File: config.mk
export PLATFORM = sky130hd
export DESIGN_NAME = drum_sequencer
export DESIGN_NICKNAME = d
export VERILOG_FILES = /design/src/rtl/drum_sequencer.sv
export SDC_FILE = /design/constraint.sdc
export NUM_CORES = 1
export LEC_CHECK = 0
export ABC_AREA = 1
export CAP_MARGIN = 15
export CELL_PAD_IN_SITES_DETAIL_PLACEMENT = 0
export CELL_PAD_IN_SITES_GLOBAL_PLACEMENT = 1
export CORE_MARGIN = 2
export CORE_UTILIZATION = 38
export DETAILED_ROUTE_END_ITERATION = 6
export PLACE_DENSITY = 0.81
export SLEW_MARGIN = 40
export SYNTH_ARGS = -nofsm -noshare
export SYNTH_HDL_FRONTEND = slang
export SYNTH_SLANG_ARGS = --single-unit
File: constraint.sdc
create_clock -name clk -period 2.9 [get_ports clk]
set_input_delay 0.58 -clock clk [delete_from_list [all_inputs] [get_ports clk]]
set_output_delay 0.58 -clock clk [all_outputs]
set_load 0.01 [all_outputs]
File: src/rtl/drum_sequencer.sv
// Multi-channel step sequencer: pattern memory, fractional tempo accumulator and an
// IDLE/PLAY/PAUSE transport that emits one-cycle trigger and beat pulses per step.
module drum_sequencer #(
    parameter int CHANNELS    = 4,
    parameter int STEPS       = 8,
    parameter int CLK_HZ      = 50000000,
    parameter int SUBDIV      = 2,
    parameter int DEFAULT_BPM = 120,
    localparam int CW = (CHANNELS > 1) ? $clog2(CHANNELS) : 1,
    localparam int SW = $clog2(STEPS),
    localparam int LW = SW + 1
) (
    input  logic                clk,
    input  logic                reset,
    input  logic [7:0]          bpm,
    input  logic                bpm_load,
    input  logic                wr_en,
    input  logic [CW-1:0]       wr_chan,
    input  logic [STEPS-1:0]    wr_data,
    input  logic [LW-1:0]       length,
    input  logic [CHANNELS-1:0] mute,
    input  logic                start,
    input  logic                pause,
    input  logic                stop,
    output logic [CHANNELS-1:0] trig,
    output logic [SW-1:0]       step_idx,
    output logic                beat_tick,
    output logic                playing
);

    // One step fires each time the accumulated bpm*SUBDIV crosses CLK_HZ*60.
    localparam longint THRESH = longint'(CLK_HZ) * 60;
    localparam int ACC_W = $clog2(THRESH + longint'(255 * SUBDIV) + 1);
    localparam logic [ACC_W-1:0] THRESH_V = ACC_W'(THRESH);

    typedef enum logic [1:0] {IDLE, PLAY, PAUSE} state_t;

    state_t              state;
    logic [7:0]          bpm_reg;
    logic [ACC_W-1:0]    acc;
    logic [LW-1:0]       len_reg;
    logic [STEPS-1:0]    pattern [CHANNELS];

    logic [ACC_W-1:0]    sum;
    logic                fire;
    logic [LW-1:0]       step_inc;
    logic [SW-1:0]       next_step;
    logic [SW-1:0]       rd_step;
    logic [CHANNELS-1:0] column;
    logic                chan_ok;

    function automatic logic [LW-1:0] clamp_len(input logic [LW-1:0] l);
        if (l == '0 || int'(l) > STEPS) return LW'(STEPS);
        return l;
    endfunction

    function automatic logic is_beat(input logic [SW-1:0] s);
        return (int'(s) % SUBDIV) == 0;
    endfunction

    always_comb begin
        sum       = acc + ACC_W'(bpm_reg) * ACC_W'(SUBDIV);
        fire      = (sum >= THRESH_V);
        step_inc  = LW'(step_idx) + LW'(1);
        next_step = (step_inc == len_reg) ? '0 : step_inc[SW-1:0];
        // Starting from IDLE plays column 0; otherwise the column about to be entered.
        rd_step   = (state == IDLE) ? '0 : next_step;
        for (int c = 0; c < CHANNELS; c++) column[c] = pattern[c][rd_step];
        chan_ok   = (int'(wr_chan) < CHANNELS);
    end

    always_ff @(posedge clk or posedge reset) begin
        if (reset) begin
            state     <= IDLE;
            bpm_reg   <= 8'(DEFAULT_BPM);
            acc       <= '0;
            len_reg   <= LW'(STEPS);
            step_idx  <= '0;
            trig      <= '0;
            beat_tick <= 1'b0;
            playing   <= 1'b0;
            for (int c = 0; c < CHANNELS; c++) pattern[c] <= '0;
        end else begin
            trig      <= '0;
            beat_tick <= 1'b0;
            if (bpm_load) bpm_reg <= bpm;
            // Trigger reads above see the pre-write row; the new row applies from the next read.
            if (wr_en && chan_ok) pattern[wr_chan] <= wr_data;

            if (stop) begin
                state    <= IDLE;
                step_idx <= '0;
                acc      <= '0;
                playing  <= 1'b0;
            end else if (start && state != PLAY) begin
                state   <= PLAY;
                playing <= 1'b1;
                if (state == IDLE) begin
                    len_reg   <= clamp_len(length);
                    step_idx  <= '0;
                    acc       <= '0;
                    trig      <= column & ~mute;
                    beat_tick <= 1'b1;
                end
            end else if (pause && state == PLAY) begin
                state   <= PAUSE;
                playing <= 1'b0;
            end else if (state == PLAY) begin
                if (fire) begin
                    acc       <= sum - THRESH_V;
                    step_idx  <= next_step;
                    trig      <= column & ~mute;
                    beat_tick <= is_beat(next_step);
                end else begin
                    acc <= sum;
                end
            end
        end
    end

endmodule

==> out/metrics.cfg <==
[outcome]
status = completed

[pwr]
power.total_mw = 3.683
ir_drop_mv = 0.2464
power_density_mw_per_mm2 = 437.8
leakage_nw = 4.276

[drt]
drcViolationCount = 0
vias_per_cell = 4.983
wl_per_cell_um = 14.92
drt_iter0_markers = 419
ant_nets = 0
drtPass1Iterations = 6
finalWirelength_um = 19590
vias = 6543

[synthesis]
yosys-top-cells-area = dfrtp_1 (33%), nand2_1 (24%), nand3_1 (9.1%)
yosysWarnings = 0
synth_seq_cells = 85
ys_seq_area_share_pct = 35.43
synth_most_common_cell = nand2_1
synth.net_count = 991
synthArstFlopShare_pct = 100.0
yosysTopAreaCell = dfrtp_1
netlist_area_mm2 = 0.006021
syn_area_per_cell_um2 = 6.358
synth_cells = 947
synth_cell_type_count = 38
synth_top_cell_area_share_pct = 33.25
synth-main-ff-cell = dfrtp_1
synth-edff-count = 0
synth_common_cells = nand2_1 (389), inv_1 (112), nand3_1 (110)

[floorplanning]
dieArea_mm2 = 0.01687
row_count = 46
fp.dieW_um = 129.9
start_util_pct = 38.46
core_mm2 = 0.01566
die_h_um = 129.9
io_pins = 42

[worst_setup_path]
critical_path_required_ps = 3150
crit_path_cell_trace = ha_4 -> nand2_2 -> nor2_2 -> nand3_4 -> nand2_2 -> buf_4 -> nand4_1 -> nand2_2 -> inv_2 -> nor2_4 -> nand2_2 -> nor2_4 -> nand3_4 -> nand3_4 -> clkbuf_16 -> nand3_1 -> nand3_1 -> nand2_1
setup.worst_path.class = flop to flop
r2r_cells = 18
crit_slowest_cell = dfrtp_1
crit_path_start_kind = flop
cp.arrival_ps = 3050
critPathMaxFanout = 5
crit_path_frequent_cell = nand2_2
slowest_delay_ps = 420
critPathCaptureType = flop

[sta]
tightest_slew_ps = 627.7
timing.max_slew.rel_slack_pct = 58.15
timing.final.crit_share_pct = 96.57
setup-violations-final = 0
hold_ws_ps = 486.8
hold_viol = 0
fmax_mhz = 357.1
rsz0062_at_grt = yes
skew_ps = 9.096
finalMaxSlewViolations = 0
min_period_ps = 2800

[grt]
antenna_found_initial = 0
grt_overflow = 0
grt_pass1_wl_um = 30420
track_usage_pct = 23.24
grt_pass1_vias = 6060
grt_max_degree = 35

[placement]
gp_congestion = 0.9536
place_area_mm2 = 0.007326
hpwl_um = 14350
io_buffers = 41

[clocking]
ctsHoldBuffers = 0
clock_latency_ps = 360
cts_tree = done
cts_root_buf = clkbuf_16
cts_sinks = 85
cts_max_level = 3
cts_made_buffers = 9
path_clk_slew_ps = 80
cts.path.max_buffers = 2

[final_layout]
fin_util_pct = 53.74
fin_nets = 1136
largest_reg_flops = 32
drive_above_1_share_pct = 26.07
area_growth_pct = 39.73
stdcell_area_mm2 = 0.008413
antenna_cells = 0

[min_path]
holdPathStages = 2
hp-class = flop to flop

[run]
maxCapViolCount = 0

worst max-delay path, delay by kind of cell (launching register included):
kind	cells	cell delay [ps]
adder cells (fa/ha/maj)	1	320
AND/OR/NAND/NOR	14	1570
buffers and inverters	3	370
flip-flops	1	420
area by class of cell:
type,count,area (um2)
clock inverters,6,62.56
inverters,115,432.9
well taps,216,270.3
clock buffers,10,229.0
repair buffers,149,1320
flip-flops and latches,85,2136
multi-input cells,732,3963
fillers,1562,7242
layout by cell type, fill, tap and decap left out, types with 3 or more instances in the layout:
cell type	instances
nand3_1	96
ha_4	7
dfrtp_1	78
nand2_4	14
xnor2_1	7
inv_6	4
buf_4	100
o21ai_0	50
clkdlybuf4s50_1	41
nor2_1	49
nor3_1	8
nand3b_1	6
a21oi_1	15
o22ai_1	3
nand4_1	12
nor2_4	18
nand3_4	5
clkbuf_16	11
nand3_2	12
nand2_2	55
inv_2	11
nor2_2	14
dfstp_2	5
nand2_1	331
inv_1	102
mux2_2	8
report_power, final:
group          internal [mW]  leakage [nW]  switching [mW]
Clock                  0.608         0.143           0.569
Combinational          0.500          3.03           0.580
Sequential              1.32          1.10           0.104
Total                   2.43          4.28            1.25
metrics by stage:
stage / cells / setup slack [ps] / setup TNS (ps)
finish: 1313 / 99.53 / 0
global route: 1313 / -60.43 / -933.4
CTS: 1300 / 16.55 / 0
detailed placement: 1281 / -209.1 / -1749
global placement: 1281 / -155.8 / -623.1
floorplan: 947 / 134.8 / 0
path summary, 6_finish.rpt:
| kind | slack [ps] | to | start |
|---|---|---|---|
| max in group asynchronous | 1650 | bpm_reg[6]$_DFFE_PP1P_ | reset |
| worst max-delay path | 100 | acc[20]$_DFFE_PP0P_ | acc[8]$_DFFE_PP0P_ |
| worst min register to register | 490 | pattern[14]$_DFFE_PP0P_ | pattern[14]$_DFFE_PP0P_ |
| min in group asynchronous | 600 | bpm_reg[1]$_DFFE_PP0P_ | reset |
| worst max register to register | 100 | acc[20]$_DFFE_PP0P_ | acc[8]$_DFFE_PP0P_ |
| worst min-delay path | 490 | pattern[14]$_DFFE_PP0P_ | pattern[14]$_DFFE_PP0P_ |
per-layer routing:
metal / part of all wire [%] / up-vias / track usage [%]
li1: - / 3302 / -
met1: 46 / 3027 / 31.84
met2: 47 / 169 / 37.48
met3: 4.4 / 45 / 3.567
met4: 2.9 / 0 / 8.159
met5: 0 / - / 0
what timing repair did:
item	CTS	global route
setup endpoints to repair	25	31
setup buffers	1	10
resized for setup	34	138
gates cloned	2	3
pin swaps	4	51
logic make-up after synthesis:
kind of cell	after synthesis	synth area share, %
AO/OA/AOI/OAI	80	7.087
XOR/XNOR	8	1.164
adder cells (fa/ha/maj)	11	2.411
AND/OR/NAND/NOR	623	43.62
buffers and inverters	132	8.790
flip-flops	85	35.43
multiplexers	8	1.496
No activity file was read; power rests on OpenSTA's default activity.
